## src/rtl/hazard_stall_ctrl.sv

```systemverilog
// hazard_stall_ctrl: stall/flush/bubble sequencer for the 5-stage RV32I pipeline
module hazard_stall_ctrl #(
  parameter int MEM_TIMEOUT  = 256,
  parameter int DRAIN_CYCLES = 2
) (
  input  logic       clk,
  input  logic       rstn,
  input  logic       id_valid,
  input  logic [6:0] id_opcode,
  input  logic [2:0] id_optype,
  input  logic [4:0] id_rs1,
  input  logic [4:0] id_rs2,
  input  logic [4:0] id_rd,
  input  logic       ex_redirect,
  input  logic       mem_req,
  input  logic       mem_ack,
  output logic       stall_if,
  output logic       stall_id,
  output logic       stall_ex,
  output logic       stall_mem,
  output logic       flush_id,
  output logic       bubble_ex,
  output logic       mem_timeout,
  output logic       busy
);
  localparam int WW = $clog2(MEM_TIMEOUT);
  localparam int CW = $clog2(DRAIN_CYCLES + 1);
  localparam logic [6:0] OP_LOAD = 7'b0000011;
  localparam logic [6:0] OP_SYS  = 7'b1110011;
  typedef enum logic [1:0] {RUN, MEMW, DRAIN} state_t;
  state_t state, state_n;
  logic [WW-1:0] wait_cnt, wait_cnt_n;
  logic [CW-1:0] drain_cnt, drain_cnt_n;
  logic drain_pend, drain_pend_n, to_hold, to_hold_n;
  logic ex_v, ex_ld;
  logic [4:0] ex_rd;
  logic wait_c, tmo, drain_act, drain_stall, sys, use1, use2, lu;
  logic s_if, s_ex, fl, bub;
  // to_hold masks a still-asserted mem_req after a timeout so the trap unit can take over
  always_comb begin
    wait_c = mem_req & ~mem_ack & ~to_hold;
    tmo = wait_c & (wait_cnt == WW'(MEM_TIMEOUT - 1));
    drain_act = (state == DRAIN) | ((state == MEMW) & drain_pend);
    sys = id_valid & (id_opcode == OP_SYS);
    drain_stall = drain_act ? (drain_cnt != '0) : sys;
    use1 = (id_optype != 3'd4) & (id_optype != 3'd5);
    use2 = (id_optype == 3'd0) | (id_optype == 3'd2) | (id_optype == 3'd3);
    lu = id_valid & ex_v & ex_ld & (ex_rd != '0) &
         ((use1 & (ex_rd == id_rs1)) | (use2 & (ex_rd == id_rs2)));
    s_ex = wait_c;
    fl = ~wait_c & ex_redirect;
    s_if = wait_c | (~ex_redirect & (drain_stall | lu));
    bub = fl | (~wait_c & ~ex_redirect & (drain_stall | lu));
  end
  always_comb begin
    state_n = RUN;
    drain_cnt_n = drain_cnt;
    drain_pend_n = 1'b0;
    wait_cnt_n = '0;
    to_hold_n = to_hold & mem_req & ~mem_ack;
    if (tmo) begin
      to_hold_n = 1'b1;
    end else if (wait_c) begin
      state_n = MEMW;
      drain_pend_n = drain_act;
      wait_cnt_n = wait_cnt + WW'(1);
    end else if (~ex_redirect & drain_stall) begin
      state_n = DRAIN;
      drain_cnt_n = drain_act ? drain_cnt - CW'(1) : CW'(DRAIN_CYCLES - 1);
    end
  end
  always_ff @(posedge clk or negedge rstn) begin
    if (!rstn) begin
      state <= RUN;
      wait_cnt <= '0;
      drain_cnt <= '0;
      drain_pend <= 1'b0;
      to_hold <= 1'b0;
      ex_v <= 1'b0;
      ex_ld <= 1'b0;
      ex_rd <= '0;
    end else begin
      state <= state_n;
      wait_cnt <= wait_cnt_n;
      drain_cnt <= drain_cnt_n;
      drain_pend <= drain_pend_n;
      to_hold <= to_hold_n;
      if (!s_ex) begin
        ex_v <= id_valid & ~bub & ~fl & (id_rd != '0);
        ex_ld <= id_opcode == OP_LOAD;
        ex_rd <= id_rd;
      end
    end
  end
  assign stall_if    = rstn & s_if;
  assign stall_id    = rstn & s_if;
  assign stall_ex    = rstn & s_ex;
  assign stall_mem   = rstn & s_ex;
  assign flush_id    = rstn & fl;
  assign bubble_ex   = rstn & bub;
  assign mem_timeout = rstn & tmo;
  assign busy        = rstn & (state != RUN);
endmodule

```

## config.mk

```make
export PLATFORM = sky130hd
export DESIGN_NAME = hazard_stall_ctrl
export DESIGN_NICKNAME = d
export VERILOG_FILES = /design/src/rtl/hazard_stall_ctrl.sv
export SDC_FILE = /design/constraint.sdc
export NUM_CORES = 1
export LEC_CHECK = 0
export CAP_MARGIN = 20
export CORE_MARGIN = 4
export CORE_UTILIZATION = 44
export DETAILED_ROUTE_END_ITERATION = 10
export PLACE_DENSITY = 0.78
export SYNTH_ARGS = -nofsm -noshare
export SYNTH_HDL_FRONTEND = slang
export SYNTH_SLANG_ARGS = --single-unit
```

## constraint.sdc

```tcl
create_clock -name clk -period 2.6 [get_ports clk]
set_clock_uncertainty 0.2 [all_clocks]
set_input_delay 0.52 -clock clk [delete_from_list [all_inputs] [get_ports clk]]
set_output_delay 0.52 -clock clk [all_outputs]
set_load 0.01 [all_outputs]
```

==> flow_summary.yaml, run 1 <==
worst_setup_path:
  ff2ff_setup_slack_ns: 0.11
  path_class: "in -> out"
  critPathRequiredTime_ns: 1.88
  worstPathArrival_ns: 1.81
  crit_path_end_kind: "output port"
  r2r_cells: 11
  timing.critical_path.fanout_max: 3
  r2r_start: "state[1]"
  r2r-end: "drain_cnt[0]"
  start_kind: "primary input"
sta:
  relSlewSlack_pct: 83.68
  fmax_mhz: 395.9
  setup_tns_ns: 0
  final-hold-violation-count: 0
  finalCritPeriodShare_pct: 97.14
  hold_ws_ns: 0.1344
  setup_violations: 0
  worstMarginPinSlew_ns: 0.2430
  drv_slew: 0
  finalCriticalPeriod_ns: 2.526
grt:
  grt_pass1_vias: 1231
  met1_usage_pct: 22.87
  grt_pass1_wl_mm: 5.485
  grt_max_degree: 16
  grt-busiest-layer: "met2"
  grt_overflow: 0
  globalRouteTotalUtil_pct: 21.34
  grt_use_met3_pct: 5.702
  grt_use_met2_pct: 39.59
  grt_antenna_before_repair: 0
synth:
  syn_avg_cell_area_um2: 9.099
  synthDistinctLibCells: 28
  synth_seq_cells: 21
  synth_area_mm2: 0.001137
  syn_nets: 158
  synthCells: 125
  synth.yosys.warnings: 0
  seq_area_frac_synth_pct: 46.20
routing:
  wl_per_cell_um: 14.89
  drt_iter0_drc: 34
  drc: 0
  drtPass1Iterations: 4
  wirelength_mm: 3.410
  vias: 1150
  viasPerCell: 5.022
  ant_nets: 0
final_layout:
  instances_no_fill: 229
  fillers: 189
  insertedDiodeCount: 0
  regArea_um2: 525.5
  drive_gt1_share_pct: 31.16
  most-common-layout-cells: "buf_4 (33), nand2_1 (22), dfrtp_1 (21)"
  multiInputGateArea_um2: 608.1
  final_common_cell: "buf_4"
  syn2layout_area_growth_pct: 61.28
  nNetsFinal: 233
place:
  dp_cells: 201
  finalWeightedCongestion: 0.8133
  portBuffers: 38
  dpl.hpwl_mm: 2.341
power:
  p_sw_w: 0.0001733
  pwr_density_cell_mw_per_mm2: 363.4
  p_sw_share_pct: 26.01
  seqPwrFrac_pct: 53.1
  power_w: 0.0006665
  ir_drop_mv: 0.2370
  leakagePower_nw: 0.9017
  internal-power_w: 0.0004932
  p_comb_share_pct: 23.6
  power_frac_clock_pct: 23.3
floorplanning:
  die_area_mm2: 0.003462
  io_pins: 39
  die_y_um: 58.84
  coreArea_mm2: 0.002477
  initial_core_util_pct: 45.91
  rows: 18
  die_w_um: 58.84
clock_network:
  root_buffer: "clkbuf_4"
  cts_htree_levels: 1
  clockBufferDepth: 2
  clock_latency_ns: 0.30
  cts_hold_buf: 0
  cts_tree: "done"
  path_clk_slew_ns: 0.11
  cts.sinks: 21
  cts_buffers: 3
run_status:
  outcome: "finished, final reports clean"
worst_hold_path:
  hold_path.class: "in -> async"
flow_run:
  maxCapViolations: 0
[metrics by stage]
step	setup WS, ns	util (%)	cell area [um2]
after floorplan	0.07636	-	1137
after global placement	-0.7130	65.45	1622
after detailed placement	-0.7589	65.45	1622
after CTS	-0.03424	72.17	1788
after global routing	-0.004582	74.04	1834
final	0.07429	74.04	1834
[sequential cells by signal, indices dropped and copies added (netlist names)]
signal      flops
drain_cnt       2
drain_pend      1
ex_ld           1
ex_rd           5
ex_v            1
state           2
to_hold         1
wait_cnt        8
[worst max-delay path by stage]
stage,startpoint,endpoint,slack [ns]
3_3_place_gp,id_opcode[1],stall_if,-0.71
5_1_grt,id_opcode[1],ex_ld,-0.005
6_report,id_optype[1],stall_id,0.07
4_1_cts,id_opcode[3],drain_cnt[0],-0.03
2_1_floorplan,id_opcode[3],stall_if,0.08
3_5_place_dp,id_opcode[0],stall_id,-0.76
[routing by layer]
layer | vias to the layer above | share of wire [%]
met5 | - | 0
met4 | 0 | 1.0
met3 | 4 | 4.7
met2 | 33 | 57
met1 | 551 | 38
li1 | 562 | -
[repair_timing]
item | CTS | global route
pin swaps | 10 | 8
gates cloned | 0 | 0
gates resized for setup | 48 | 19
endpoints found under the setup margin | 8 | 6
setup buffers | 23 | 2
[cell families (layout without fill, tap and decap cells)]
group / count (synthesis) / count (layout) / share of synthesized area, %
AND/OR/NAND/NOR: 61 / 61 / 25.08
flip-flops: 21 / 21 / 46.20
XOR/XNOR: 16 / 16 / 12.32
buffers and inverters: 11 / 85 / 4.400
AO/OA/AOI/OAI: 10 / 10 / 5.501
multiplexers: 4 / 4 / 4.290
adder cells (fa/ha/maj): 2 / 2 / 2.200
[worst max-delay path, cell delays in order]
cell	delay (ns)
clkdlybuf4s50_1	0.47
nand2b_1	0.10
nand3_1	0.09
o22ai_2	0.22
a21oi_2	0.11
o21ai_2	0.14
buf_2	0.15
[power by group through the flow]
stage               Sequential [W]  Clock, W  Combinational [W]
floorplan                 0.000357         0          0.0000565
global placement          0.000360         0           0.000137
detailed placement        0.000361         0           0.000142
CTS                       0.000353  0.000166           0.000151
global route              0.000356  0.000180           0.000171
finish                    0.000354  0.000156           0.000157
[cell type report]
cell class	instances	share of cell area [%]
Sequential cell	21	28.65
Tap cell	30	2.046
Timing Repair Buffer	74	33.29
Multi-Input combinational cell	93	33.15
Inverter	7	1.432
Clock buffer	4	1.432
[cells in the mapped netlist]
| cell | number | share of area [%] |
|---|---|---|
| a21oi_1 | 4 | 1.8 |
| a22o_1 | 1 | 0.77 |
| a32o_1 | 1 | 0.88 |
| and3_1 | 3 | 1.7 |
| and3_4 | 1 | 0.99 |
| buf_2 | 1 | 0.44 |
| buf_4 | 2 | 1.3 |
| clkbuf_1 | 1 | 0.33 |
| dfrtp_1 | 21 | 46 |
| ha_1 | 2 | 2.2 |
| inv_1 | 7 | 2.3 |
| mux2_4 | 1 | 1.3 |
| mux2i_1 | 2 | 1.8 |
| mux2i_2 | 1 | 1.2 |
| nand2_1 | 24 | 7.9 |
| nand2b_1 | 4 | 2.2 |
| nand3_1 | 6 | 2.6 |
| nand4_1 | 3 | 1.7 |
| nor2_1 | 13 | 4.3 |
| nor3_1 | 3 | 1.3 |
| nor4_1 | 1 | 0.55 |
| o21a_1 | 1 | 0.66 |
| o21ai_0 | 2 | 0.88 |
| o22ai_1 | 1 | 0.55 |
| or2_2 | 1 | 0.55 |
| or4_1 | 2 | 1.3 |
| xnor2_1 | 12 | 9.2 |
| xor2_1 | 4 | 3.1 |
Power figures use the tool's default switching activity.
==> run 2: changes to the inputs <==
Settings changed: CORE_UTILIZATION 44 to 45, PLACE_DENSITY 0.78 to 0.79.
Clock period 2.6 ns to 3.1 ns, I/O delays scaled along.
==> flow_summary.yaml, run 2 (synthesis gave the netlist of run 1 again) <==
sta:
  finalCriticalPeriod_ns: 3.027
  relSlewSlack_pct: 73.85
  hold_ws_ns: 0.2995
  drv_slew: 0
  setup_violations: 0
  fmax_mhz: 330.3
  worstMarginPinSlew_ns: 0.3846
  final-hold-violation-count: 0
  finalCritPeriodShare_pct: 97.66
floorplanning:
  initial_core_util_pct: 49.51
  io_pins: 39
  coreArea_mm2: 0.002297
  die_w_um: 58.28
  die_y_um: 58.28
  die_area_mm2: 0.003396
  rows: 17
grt:
  grt_use_met3_pct: 3.118
  globalRouteTotalUtil_pct: 17.50
  grt_overflow: 0
  grt_pass1_vias: 1051
  grt_max_degree: 13
  met1_usage_pct: 23.37
  grt_use_met2_pct: 27.91
  grt_pass1_wl_mm: 4.629
  grt_antenna_before_repair: 0
  grt-busiest-layer: "met2"
final_layout:
  regMostFlops: "wait_cnt"
  drive_gt1_share_pct: 16.20
  postLayoutCoreUtil_pct: 74.07
  instances_no_fill: 207
  insertedDiodeCount: 0
  syn2layout_area_growth_pct: 49.61
  nNetsFinal: 213
  largestRegisters: "wait_cnt: 8 flops, ex_rd: 5 flops"
  most-common-layout-cells: "clkdlybuf4s50_1 (27), nand2_1 (24), dfrtp_1 (21)"
  largest_register_ffs: 8
  final_common_cell: "clkdlybuf4s50_1"
worst_setup_path:
  crit_slowest_cell: "or4_4"
  crit_path_frequent_cell: "buf_4"
  path_class: "in -> reg"
  crit_path_max_incr_delay_ns: 0.52
  crit_path_end_kind: "flip-flop"
  critPathRequiredTime_ns: 3.09
  worstPathArrival_ns: 3.02
  timing.critical_path.fanout_max: 3
  cp_cell_sequence: "dlygate4sd2_1 > nand4_1 > or4_4 > mux2i_4 > buf_6 > buf_4 > buf_4 > buf_4 > buf_4 > buf_4 > buf_4 > buf_4 > buf_4 > and3_4 > mux2_4"
  start_kind: "primary input"
clock_network:
  clockBufferDepth: 2
  cts_htree_levels: 1
  cts_tree: "done"
  root_buffer: "clkbuf_4"
  clock_latency_ns: 0.30
  path_clk_slew_ns: 0.11
  cts_buffers: 3
  cts.sinks: 21
  cts_hold_buf: 0
run_status:
  outcome: "finished, final reports clean"
routing:
  drtPass1Iterations: 4
  wl_per_cell_um: 13.67
  drt_iter0_drc: 20
  drc: 0
  vias: 1057
  ant_nets: 0
  wirelength_mm: 2.829
  viasPerCell: 5.106
power:
  leakagePower_nw: 0.8320
  pwr_density_cell_mw_per_mm2: 317.3
  ir_drop_mv: 0.2919
place:
  finalWeightedCongestion: 0.8030
  dp_cells: 194
  portBuffers: 38
  dpl.hpwl_mm: 2.035
flow_run:
  maxCapViolations: 0
worst_hold_path:
  hold_path.class: "reg -> reg"
## run 2: cell count changes in the layout (fill, tap and decap cells not counted), sizes merged
cell,previous run,this run
dlymetal6s2s,1,7
clkbuf,8,4
buf,43,19
clkdlybuf4s50,17,27
dlygate4sd2,9,1
## run 2: final cells by class
| type | count | area [um2] |
|---|---|---|
| inverters | 7 | 26.28 |
| flip-flops and latches | 21 | 525.5 |
| well taps | 28 | 35.03 |
| multi-input cells | 93 | 583.1 |
| repair buffers | 54 | 505.5 |
| fillers | 176 | 595.6 |
| clock buffers | 4 | 26.28 |
## run 2: worst paths after layout
| path | startpoint | endpoint | slack [ns] | depth (start not counted) |
|---|---|---|---|---|
| min reg2reg | wait_cnt[0] | wait_cnt[0] | 0.30 | 1 |
| min | wait_cnt[0] | wait_cnt[0] | 0.30 | 1 |
| max reg2reg | state[0] | drain_cnt[0] | 0.28 | 14 |
| max | id_valid | drain_cnt[0] | 0.07 | 15 |
| max in group asynchronous | rstn | wait_cnt[3] | 1.99 | 2 |
| min in group asynchronous | rstn | ex_ld | 0.57 | 2 |
## run 2: what timing repair did
action,CTS,global route
setup endpoints to repair,3,6
gates resized for setup,15,11
buffers inserted,8,1
pin swaps,1,3
## run 2: worst max-delay path, delay by kind of cell
| family | cells | cell delay (ns) |
|---|---|---|
| buffers and inverters | 10 | 1.09 |
| AND/OR/NAND/NOR | 3 | 0.83 |
| multiplexers | 2 | 0.49 |
## run 2: power by group
group | switching [W] | internal (W)
combinational | 0.0000442 | 0.0000688
sequential | 0.0000124 | 0.000285
clock | 0.0000795 | 0.0000501
total | 0.000136 | 0.000404
## run 2: routing by layer
layer	wire length, um	up-vias
met1	1233	497
met5	0	-
li1	-	521
met2	1373	35
met4	29	0
met3	192	4
## run 2: metrics by stage
step / cell area, um2 / TNS, ns / total power, W / worst slack, ns
floorplan: 1137 / 0 / 0.0003471 / 0.3764
global placement: 1582 / -1.040 / 0.0004126 / -0.3684
detailed placement: 1582 / -1.308 / 0.0004151 / -0.4622
CTS: 1655 / -0.02400 / 0.0005416 / -0.02400
global route: 1702 / -0.005427 / 0.0005711 / -0.005427
finish: 1702 / 0 / 0.0005400 / 0.07252
==> run 3: changes to the inputs <==
Settings changed: ABC_AREA set to 1, PLACE_DENSITY 0.79 to 0.78.
==> flow_summary.yaml, run 3 <==
synth:
  synthDistinctLibCells: 29
  synth_area_mm2: 0.001255
  synth.most_common_cell: "nand2_1"
  ys.flop_type: "dfrtp_1"
  synthTopCellsByCount: "nand2_1 (53), inv_1 (28), nor2_1 (25), dfrtp_1 (21), nand3_1 (9)"
  synthCells: 179
  syn_nets: 212
  synth_area_leader_cell: "dfrtp_1"
  synth.area.top_cells: "dfrtp_1 (42%), nand2_1 (16%), inv_1 (8.4%), nor2_1 (7.5%), nand3_1 (3.6%)"
  seq_area_frac_synth_pct: 41.87
  ys_async_sr_fraction_pct: 100.0
  syn_avg_cell_area_um2: 7.011
  synth_seq_cells: 21
  synth_edf_count: 0
  synth.yosys.warnings: 0
  synth_top_area_share_pct: 41.87
clock_network:
  cts_hold_buf: 0
  cts_tree: "done"
  path_clk_slew_ns: 0.11
  root_buffer: "clkbuf_4"
  cts_buffers: 3
  cts_htree_levels: 1
  cts.sinks: 21
  clock_latency_ns: 0.30
  clockBufferDepth: 2
  postCtsSetupBuffers: 0
sta:
  rsz0062_at_grt: "no"
  final-hold-violation-count: 0
  finalCriticalPeriod_ns: 2.973
  hold_ws_ns: 0.2871
  relSlewSlack_pct: 82.67
  finalCritPeriodShare_pct: 95.91
  worstMarginPinSlew_ns: 0.2575
  fmax_mhz: 336.3
  drv_slew: 0
  setup_violations: 0
grt:
  grt_max_degree: 19
  grt_pass1_wl_mm: 5.119
  grt_antenna_before_repair: 0
  grt_use_met2_pct: 33.28
  grt_overflow: 0
  met1_usage_pct: 19.87
  grt_pass1_vias: 1303
  grt_use_met3_pct: 5.319
  grt-busiest-layer: "met2"
  globalRouteTotalUtil_pct: 18.25
final_layout:
  regMostFlops: "wait_cnt"
  drive_gt1_share_pct: 10.31
  largest_register_ffs: 8
  syn2layout_area_growth_pct: 37.79
  nNetsFinal: 257
  final_common_cell: "nand2_1"
  insertedDiodeCount: 0
  instances_no_fill: 253
  most-common-layout-cells: "nand2_1 (53), clkdlybuf4s50_1 (35), inv_1 (28)"
  largestRegisters: "wait_cnt: 8 flops, ex_rd: 5 flops"
routing:
  drc: 0
  wirelength_mm: 2.994
  vias: 1248
  wl_per_cell_um: 11.83
  drt_iter0_drc: 53
  viasPerCell: 4.933
  ant_nets: 0
  drtPass1Iterations: 4
worst_setup_path:
  r2r_cells: 10
  crit_path_max_incr_delay_ns: 0.54
  crit_slowest_cell: "clkdlybuf4s50_1"
  critPathRequiredTime_ns: 2.28
  ff2ff_setup_slack_ns: 1.44
  worstPathArrival_ns: 2.15
  r2r-end: "wait_cnt[4]"
  path_class: "in -> out"
  timing.critical_path.fanout_max: 2
  crit_path_end_kind: "output port"
  cp_cell_sequence: "clkdlybuf4s50_1 > inv_1 > nor2_1 > nand2_2 > nor2_2 > inv_1 > nor2_1 > clkdlybuf4s50_1"
  start_kind: "primary input"
  r2r_start: "wait_cnt[0]"
place:
  dpl.hpwl_mm: 2.457
  dp_cells: 249
  finalWeightedCongestion: 0.8722
  portBuffers: 38
floorplanning:
  coreArea_mm2: 0.002567
  rows: 18
  io_pins: 39
  initial_core_util_pct: 48.88
  die_w_um: 60.81
  die_y_um: 60.81
  die_area_mm2: 0.003698
worst_hold_path:
  min-delay-start: "wait_cnt[0]"
  worstHoldPathCells: 1
  min_to: "wait_cnt[0]"
  hold_path.class: "reg -> reg"
flow_run:
  maxCapViolations: 0
power:
  leakagePower_nw: 0.9221
  ir_drop_mv: 0.2818
  pwr_density_cell_mw_per_mm2: 316.8
run_status:
  outcome: "finished, final reports clean"
## run 3: cell count changes after synthesis, sizes merged, moves of 2 or more
cell,previous run,this run
a21oi,4,2
and3,4,0
inv,7,32
mux2i,3,0
nand2,24,57
nand2b,4,0
nand3,6,9
nor2,13,27
o21ai,2,9
or4,2,0
xnor2,12,1
xor2,4,2
## run 3: worst max-delay path by stage
stage	from	endpoint	cells past startpoint
after floorplan	mem_req	stall_if	7
after global placement	id_rs1[0]	stall_id	12
after detailed placement	id_rs2[4]	stall_if	12
after CTS	mem_req	mem_timeout	8
after global routing	mem_req	mem_timeout	8
final	mem_req	mem_timeout	8
## run 3: power by group
| group | total [W] | switching [W] | leakage (nW) | internal (W) |
|---|---|---|---|---|
| combinational | 0.000126 | 0.0000605 | 0.634 | 0.0000656 |
| sequential | 0.000292 | 0.00000744 | 0.271 | 0.000285 |
| clock | 0.000129 | 0.0000811 | 0.0177 | 0.0000481 |
| total | 0.000548 | 0.000149 | 0.922 | 0.000399 |
## run 3: kinds of logic (layout without fill, tap and decap cells)
kind of cell | after synthesis | in the layout | share of synthesized area (%)
AOI/OAI and AO/OA | 15 | 15 | 7.180
and+or+nand+nor | 102 | 102 | 35.39
buffers and inverters | 36 | 80 | 11.46
DFF | 21 | 21 | 41.87
adders and majority gates | 2 | 2 | 1.994
xor gates and xnor gates | 3 | 3 | 2.094
## run 3: per-layer routing
| metal | routed length (um) | part of all wire, % |
|---|---|---|
| met5 | 0 | 0 |
| met4 | 78 | 2.6 |
| met3 | 222 | 7.4 |
| met2 | 1535 | 51 |
| met1 | 1158 | 39 |
## run 3: metrics by stage
step           instance area (um2)  setup WS, ns  TNS [ns]  util (%)   power, W
2_1_floorplan                 1255        0.7878         0         -  0.0003507
3_3_place_gp                  1703      -0.04072   -0.1006     66.33  0.0004205
3_5_place_dp                  1703      -0.07545   -0.1895     66.33  0.0004249
4_1_cts                       1727       0.07280         0     67.25  0.0005516
5_1_grt                       1729       0.01433         0     67.35  0.0005818
6_report                      1729        0.1269         0     67.35  0.0005478
## run 3: final cells by class
type | count | area, um2
repair buffers | 43 | 426.7
flip-flops and latches | 21 | 525.5
well taps | 30 | 37.54
inverters | 33 | 123.9
multi-input cells | 122 | 588.1
clock buffers | 3 | 22.52
clock inverters | 1 | 5.005
fillers | 230 | 838.3
## run 3: critical path, delay by kind of cell
| family | cells | cell delay [ns] |
|---|---|---|
| AND/OR/NAND/NOR | 4 | 0.44 |
| buffers and inverters | 4 | 1.09 |
## run 3: timing repair
| item | CTS | global route |
|---|---|---|
| resized for setup | 3 | 1 |
| endpoints found under the setup margin | 3 | 1 |
| pin swaps | 0 | 0 |
